$ cat config.mk
export PLATFORM = sky130hd
export DESIGN_NAME = vend_controller
export DESIGN_NICKNAME = d
export VERILOG_FILES = /design/src/rtl/vend_controller.sv
export SDC_FILE = /design/constraint.sdc
export NUM_CORES = 1
export LEC_CHECK = 0
export CORE_UTILIZATION = 35
export DETAILED_ROUTE_END_ITERATION = 12
export SYNTH_ARGS = -nofsm -noshare
export SYNTH_HDL_FRONTEND = slang
export SYNTH_SLANG_ARGS = --single-unit
$ cat constraint.sdc
create_clock -name clk -period 3.45 [get_ports clk]
set_input_delay 0.69 -clock clk [delete_from_list [all_inputs] [get_ports clk]]
set_output_delay 0.69 -clock clk [all_outputs]
set_load 0.005 [all_outputs]
$ cat src/rtl/vend_controller.sv
// Vending machine controller: coin credit, item selection, dispense handshake
// with timeout/refund, and change pay-out. All outputs are registered.
module vend_controller #(
  parameter int PRICE_W       = 5,
  parameter int DEFAULT_PRICE = 3,
  parameter int DISP_TIMEOUT  = 15
) (
  input  logic               clk,
  input  logic               reset,
  input  logic               coin_valid,
  input  logic [1:0]         in,
  input  logic               sel_valid,
  input  logic [1:0]         sel,
  input  logic               cancel,
  input  logic               cfg_we,
  input  logic [1:0]         cfg_idx,
  input  logic [PRICE_W-1:0] cfg_price,
  output logic               disp_req,
  output logic [1:0]         disp_item,
  input  logic               disp_ack,
  output logic               change,
  output logic               reject,
  output logic               sel_nack,
  output logic               disp_fault,
  output logic [PRICE_W-1:0] credit,
  output logic               busy
);

  localparam int TW = (DISP_TIMEOUT > 1) ? $clog2(DISP_TIMEOUT + 1) : 1;
  localparam logic [PRICE_W-1:0] DEF_P    = PRICE_W'(DEFAULT_PRICE);
  localparam logic [TW-1:0]      TMO_LAST = TW'(DISP_TIMEOUT - 1);

  typedef enum logic [1:0] {
    IDLE     = 2'd0,
    COLLECT  = 2'd1,
    DISPENSE = 2'd2,
    CHANGE   = 2'd3
  } state_t;

  state_t             state_r, state_s;
  logic [PRICE_W-1:0] credit_r, credit_s;
  logic [PRICE_W-1:0] price_r [4];
  logic [PRICE_W-1:0] paid_r, paid_s;
  logic [TW-1:0]      tmo_r, tmo_s;
  logic               disp_req_r, disp_req_s;
  logic [1:0]         disp_item_r, disp_item_s;
  logic               change_r, change_s;
  logic               reject_r, reject_s;
  logic               sel_nack_r, sel_nack_s;
  logic               disp_fault_r, disp_fault_s;
  logic               busy_r, busy_s;

  logic [1:0]         coin_amt_s;
  logic [PRICE_W:0]   sum_s;
  logic               coin_ok_s;
  logic [PRICE_W-1:0] sel_price_s;
  logic               sel_ok_s;

  // Coin arithmetic and selection affordability
  always_comb begin
    coin_amt_s  = (in == 2'd2) ? 2'd2 : 2'd1;
    sum_s       = {1'b0, credit_r} + {{(PRICE_W - 1){1'b0}}, coin_amt_s};
    coin_ok_s   = ((in == 2'd1) || (in == 2'd2)) && !sum_s[PRICE_W];
    sel_price_s = price_r[sel];
    sel_ok_s    = (sel_price_s != {PRICE_W{1'b0}}) && (credit_r >= sel_price_s);
  end

  // Next-state and next-output logic
  always_comb begin
    state_s      = state_r;
    credit_s     = credit_r;
    paid_s       = paid_r;
    tmo_s        = tmo_r;
    disp_req_s   = disp_req_r;
    disp_item_s  = disp_item_r;
    change_s     = 1'b0;
    reject_s     = 1'b0;
    sel_nack_s   = 1'b0;
    disp_fault_s = 1'b0;
    case (state_r)
      IDLE, COLLECT: begin
        if (cancel && (state_r == COLLECT)) begin
          state_s  = CHANGE;
          reject_s = coin_valid;
        end else if (sel_valid && sel_ok_s) begin
          credit_s    = credit_r - sel_price_s;
          paid_s      = sel_price_s;
          tmo_s       = {TW{1'b0}};
          disp_req_s  = 1'b1;
          disp_item_s = sel;
          state_s     = DISPENSE;
          reject_s    = coin_valid;
        end else begin
          sel_nack_s = sel_valid;
          if (coin_valid && coin_ok_s) begin
            credit_s = sum_s[PRICE_W-1:0];
            state_s  = COLLECT;
          end else begin
            reject_s = coin_valid;
          end
        end
      end
      DISPENSE: begin
        reject_s = coin_valid;
        if (disp_ack) begin
          disp_req_s  = 1'b0;
          disp_item_s = 2'd0;
          tmo_s       = {TW{1'b0}};
          state_s     = (credit_r != {PRICE_W{1'b0}}) ? CHANGE : IDLE;
        end else if (tmo_r == TMO_LAST) begin
          // Mechanism never answered: refund what this dispense cost
          disp_fault_s = 1'b1;
          credit_s     = credit_r + paid_r;
          disp_req_s   = 1'b0;
          disp_item_s  = 2'd0;
          tmo_s        = {TW{1'b0}};
          state_s      = CHANGE;
        end else begin
          tmo_s = tmo_r + TW'(1);
        end
      end
      CHANGE: begin
        reject_s = coin_valid;
        if (credit_r != {PRICE_W{1'b0}}) begin
          change_s = 1'b1;
          credit_s = credit_r - PRICE_W'(1);
          state_s  = (credit_r == PRICE_W'(1)) ? IDLE : CHANGE;
        end else begin
          state_s = IDLE;
        end
      end
      default: begin
        state_s     = IDLE;
        credit_s    = {PRICE_W{1'b0}};
        disp_req_s  = 1'b0;
        disp_item_s = 2'd0;
        tmo_s       = {TW{1'b0}};
      end
    endcase
    busy_s = (state_s == DISPENSE) || (state_s == CHANGE);
  end

  // State, credit and registered outputs
  always_ff @(posedge clk or posedge reset) begin
    if (reset) begin
      state_r      <= IDLE;
      credit_r     <= {PRICE_W{1'b0}};
      paid_r       <= {PRICE_W{1'b0}};
      tmo_r        <= {TW{1'b0}};
      disp_req_r   <= 1'b0;
      disp_item_r  <= 2'd0;
      change_r     <= 1'b0;
      reject_r     <= 1'b0;
      sel_nack_r   <= 1'b0;
      disp_fault_r <= 1'b0;
      busy_r       <= 1'b0;
    end else begin
      state_r      <= state_s;
      credit_r     <= credit_s;
      paid_r       <= paid_s;
      tmo_r        <= tmo_s;
      disp_req_r   <= disp_req_s;
      disp_item_r  <= disp_item_s;
      change_r     <= change_s;
      reject_r     <= reject_s;
      sel_nack_r   <= sel_nack_s;
      disp_fault_r <= disp_fault_s;
      busy_r       <= busy_s;
    end
  end

  // Price table; a running dispense uses its captured paid_r, not this table
  always_ff @(posedge clk or posedge reset) begin
    if (reset) begin
      for (int i = 0; i < 4; i++) begin
        price_r[i] <= DEF_P;
      end
    end else if (cfg_we) begin
      price_r[cfg_idx] <= cfg_price;
    end else begin
      price_r <= price_r;
    end
  end

  assign disp_req   = disp_req_r;
  assign disp_item  = disp_item_r;
  assign change     = change_r;
  assign reject     = reject_r;
  assign sel_nack   = sel_nack_r;
  assign disp_fault = disp_fault_r;
  assign credit     = credit_r;
  assign busy       = busy_r;

endmodule

# Yosys cells after proc, flatten, opt, wreduce, memory -nomap -nowiden
# Cells that the tools add are included.
# op_classes
mux,50
addsub,5
n_lt_le_gt_ge,4
reduce_logical,19
n_eq_ne,16
bitwise_logic,3
# op_table
operator,count
two-way mux 5 bit,9
two-way mux 2 bit,13
bitwise mux 20 bit,1
two-way mux 4 bit,4
two-way mux 1 bit,15
one-hot mux 5 bit (3 select lines),1
binary-select mux 5 bit (select 2 bit),1
demux 5 bit (select 2 bit),1
== test 2 bit (second input constant),5
inequality test 2 bit (second input constant),5
nonzero test 5 bit,2
one-hot mux 4 bit (2 select lines),1
adder 5 x 2 -> 6 bit,1
greater-or-equal comparator 3 bit (second input constant),2
logical AND 1 bit,6
inequality test 3 bit (second input constant),2
inverter 2 -> 3 bit,2
one-hot mux 2 bit (3 select lines),1
AND reduction 3 bit,2
adder 5 bit,1
== test 5 x 1 -> 1 bit (second input constant),1
greater-or-equal comparator 5 bit,1
AND reduction 5 bit,1
subtractor 5 x 1 -> 5 bit (second input constant),1
other kinds (14),18
# word_totals
wordCells,112
reg_bits,44
output_inout_bits,13
input_bits,18

# Depth between registers and ports, before layout
# depth
depth_word,12
depth_mapped,11

# Least setup slack after synthesis
# OpenSTA, ideal clock, no wires.
# synth_timing
path_kind,input-to-reg
startpoint,input port sel[0]
endpoint,"register credit_r[1], in the netlist credit[1]"
arrival_ps,2862
path_buffers,1
path_stages,10
setup_time_ps,90
path_slack_ps,498
t_required_ps,3360
path_cell_list,buf_6 -> mux4_2 -> inv_1 -> ha_1 -> nor2b_1 -> o31a_1 -> o22a_1 -> nand2_2 -> mux2_2 -> o221ai_1
# synth_via
elab_chain_cells,10
elab_cells_between_ends,14
cone_classes,add/sub (1); order compare (1); eq/ne (1); mux (6); bitwise (1); reduce/logical (4)
# synth_lines
item,line,source
start: declaration,13,"input logic [1:0] sel,"
inverter 2 -> 3 bit (implied by the code) *,64,sel_price_s = price_r[sel];
binary-select mux 5 bit (select 2 bit) *,64,
two-way mux 5 bit (implied by the code) * (2 in series),64,
net sel_price_s[1],56,logic [PRICE_W-1:0] sel_price_s;
greater-or-equal comparator 5 bit / nonzero test 5 bit (equally long branches),65,sel_ok_s = (sel_price_s != {PRICE_W{1'b0}}) && (credit_r >= sel_price_s);
logical AND 1 bit,65,
logical AND 1 bit,85,end else if (sel_valid && sel_ok_s) begin
two-way mux 5 bit,85,
two-way mux 5 bit,82,if (cancel && (state_r == COLLECT)) begin
one-hot mux 5 bit (3 select lines),80,case (state_r)
end signal: assignment,147,credit_r <= {PRICE_W{1'b0}};
end signal: assignment,159,credit_r <= credit_s;
end: declaration,41,"logic [PRICE_W-1:0] credit_r, credit_s;"
# Mark *: on every way through the listed nets, which the timed path passes. The rest lies on a longest branch. The select of a mux whose other input is x is not followed.
# A chain may end at the register's enable or synchronous reset.

# Worst setup path in the final report
# layout_timing
startpoint,input port sel[0]
endpoint,"register credit_r[0], in the netlist credit[0]"
# layout_via
elab_chain_cells,10
elab_cells_between_ends,14
cone_classes,add/sub (1); order compare (1); eq/ne (1); mux (6); bitwise (1); reduce/logical (4)
# layout_lines
item,line
inverter 2 -> 3 bit (implied by the code) *,64
binary-select mux 5 bit (select 2 bit) *,64
two-way mux 5 bit (implied by the code) * (2 in series),64
greater-or-equal comparator 5 bit / nonzero test 5 bit (equally long branches),65
logical AND 1 bit,65
logical AND 1 bit,85
two-way mux 5 bit,85
two-way mux 5 bit,82
one-hot mux 5 bit (3 select lines),80
# Mark *: on every way between the ends. The rest lies on a longest branch, timed or not. The select of a mux whose other input is x is not followed.

==> metrics.yaml <==
worst_setup_path:
  crit_path_start_kind: "input pin"
  r2r_slack_ns: 0.86
  crit_arrival_ns: 3.46
  critical_path.most_common_cell: "buf_4"
  reg2regPathDepth: 10
  worstSetupPathType: "in2reg"
  slowest_stage: "clkdlybuf4s50_1"
  rr_startpoint: "price_r[1]"
  path_delay_family: "compound AO/OA/AOI/OAI gates"
  crit_fanout: 5
  r2r-end: "credit[0]"
  cp_cell_sequence: "clkdlybuf4s50_1 -> buf_4 -> mux4_2 -> inv_1 -> ha_1 -> o21a_1 -> o31a_1 -> o22ai_1 -> buf_4 -> o21ai_2 -> a41o_1 -> a211oi_2"
  critPathMaxStageDelay_ns: 0.57
  end_kind: "register"
  worst-path-buf-inv: 4
  crit_required_ns: 3.65
cts:
  holdBufCountCts: 0
  cts_made_buffers: 5
  cts_resized: 0
  tritoncts: "done"
  clock_latency_ns: 0.29
  cts.sinks: 43
  clkSlewWorstSetupHoldPaths_ns: 0.08
  htree_levels: 2
  cts_buffer_depth: 2
  clockRootBuffer: "clkbuf_8"
  cts_setup_buffers: 0
route:
  drtIter0Drc: 81
  firstDrtPassIters: 4
  drtAntennaViolNets: 0
  vias: 2033
  wl_per_cell_um: 14.9
  avgViaCountPerCell: 5.13
  drcViolationCount: 0
  routed_wl_mm: 5.89
timing:
  drv_slew: 0
  slew-limit-headroom_pct: 50.9
  finalSetupViolations: 0
  fmax_mhz: 307
  hold_viol: 0
  tightestPinTransition_ns: 0.718
  rsz0062_at_grt: "false"
  post-route-period-util_pct: 94.5
  finalClockSkew_ns: 0.00484
  layout_min_cycle_time_ns: 3.26
global_routing:
  grt_max_degree: 25
  first_global_vias: 2046
  antenna_found_initial: 0
  grt_first_pass_wirelength_mm: 10.1
  grt.total_usage_pct: 16.8
  grt_remaining_overflow: 0
die:
  ios: 31
  start_util_pct: 36.5
  core_um2: 7330
  die_h_um: 89.5
  die_x_um: 89.5
  num_rows: 31
  die_area_um2: 8000
layout:
  fin_cells: 396
  fin_area_um2: 3320
  syn_to_final_growth_pct: 24.2
  diodes: 0
  nNetsFinal: 333
  layout-drive-gt1-share_pct: 24.6
synth:
  ys_types: 47
  synth_cells: 246
  synth-main-ff-cell: "dfrtp_1"
  synth_edf_count: 0
  synth_commonest_cells: "dfrtp_1 (35), mux2_2 (22), nand2_1 (18)"
  syn_area_per_cell_um2: 10.9
  synth_top_area_share_pct: 32.7
  async_reset_ff_share_pct: 100
  ys_warn_count: 0
  synth_seq_cells: 43
  synth_area_leader_cell: "dfrtp_1"
  synth_most_common_cell: "dfrtp_1"
  syn_area_um2: 2680
  synthTopCellsByArea: "dfrtp_1 (33%), mux2_2 (9.3%), dfstp_2 (7.9%)"
  synth.yosys.seq_area_share_pct: 40.6
  synth_nets: 283
placed_design:
  place_area_um2: 3210
  dp.cells: 388
  port_buffers: 30
  place.detailed.hpwl_mm: 4.58
  globalplace.congestion: 0.851
hold_path:
  whs_path_depth: 1
  min_from: "tmo_r[3]"
  hp-class: "reg2reg"
  hold-path-endpoint: "tmo_r[3]"
pwr:
  sw_frac_of_total_pct: 38.7
  pwr-share-seq_pct: 32.9
  power_density_nw_per_um2: 812
  clockPowerShare_pct: 14.6
  peakVddDrop_v: 0.000243
  p_int_uw: 1650
  leakagePower_uw: 0.00144
  combinationalPowerShare_pct: 52.5
  power.switching_uw: 1040
outcome:
  outcome: "completed"
job:
  max_cap_viol_count: 0
## worst reg2reg max path: cells and delay by family (launching register included)
family / cells / cell delay (ns)
DFF: 1 / 0.37
buffers and inverters: 2 / 0.23
adders and majority gates: 1 / 0.23
AOI/OAI and AO/OA: 5 / 1.04
muxes: 1 / 0.48
and+or+nand+nor: 1 / 0.15
## cell usage in the layout (no fill, tap or decap), types with 3 or more instances in the layout
cell / count
a31oi_1: 4
inv_1: 13
clkbuf_8: 5
nor2_1: 14
a21o_1: 3
nand2b_1: 5
mux4_2: 5
clkdlybuf4s50_1: 30
a21oi_1: 12
mux2i_1: 5
dfstp_2: 8
nand3_1: 10
nand3b_1: 3
dfrtp_1: 35
fa_1: 3
nand2_1: 18
o21ai_0: 8
mux2_4: 4
buf_4: 21
nor3_1: 4
ha_1: 16
xor2_1: 3
mux2_2: 22
o211ai_1: 3
o21a_1: 5
xnor2_1: 6
## worst max-delay path by stage
| stage | from | depth (start not counted) | to |
|---|---|---|---|
| floorplan | sel[0] | 10 | credit[1] |
| global placement | sel[0] | 12 | credit[0] |
| detailed placement | sel[0] | 12 | credit[0] |
| CTS | sel[0] | 12 | credit[0] |
| global route | sel[0] | 12 | credit[0] |
| finish | sel[0] | 12 | credit[0] |
## cell families (layout without fill, tap and decap cells)
family | after synthesis | count (layout) | synth area share [%]
flip-flops | 43 | 43 | 40.6
adder cells (fa/ha/maj) | 19 | 19 | 9.72
AO/OA/AOI/OAI | 53 | 53 | 13.8
buffers and inverters | 22 | 73 | 3.64
XOR/XNOR | 9 | 9 | 2.94
multiplexers | 36 | 36 | 17.6
AND/OR/NAND/NOR | 64 | 64 | 11.8
## power groups by stage
stage / Clock [µW] / Combinational, µW / Sequential, µW
CTS: 405 / 1420 / 888
global route: 427 / 1570 / 919
detailed placement: 0 / 1410 / 899
finish: 395 / 1420 / 887
global placement: 0 / 1390 / 894
floorplan: 0 / 997 / 792
## through the flow
stage                     worst slack, ns  total power [µW]  hold slack [ns]  util [%]  setup TNS, ns
after floorplan                     0.498              1790            0.449         -              0
final                               0.190              2700            0.487      45.3              0
after global placement            -0.0322              2290            0.475      43.8        -0.0974
after global routing               0.0154              2920            0.519      45.3              0
after detailed placement          -0.0995              2310            0.476      43.8         -0.363
after CTS                           0.199              2710            0.487      45.3              0
## final cells by class
type                       count  area [µm²]
clock inverter                 2        37.5
clock buffer                   6        72.6
fill                         689        4010
multi-input combinational    181        1490
tap                           99         124
timing repair buffer          51         458
inverter                      14        52.6
sequential                    43        1090
## registers in the layout (all words and copies together), names as in the netlist
name        count
credit          5
price_r        20
disp_fault      1
paid_r          5
change          1
reject          1
disp_item       2
tmo_r           4
state_r         1
sel_nack        1
busy            1
disp_req        1
## layer usage
layer  up-vias  routed length [µm]  GRT usage (%)
li1        990                   -              -
met1       982                2710           22.2
met2        52                2820           27.9
met3         9                 257           2.49
met4         0                  96           6.64
met5         -                   0              0
Power figures use the tool's default switching activity.
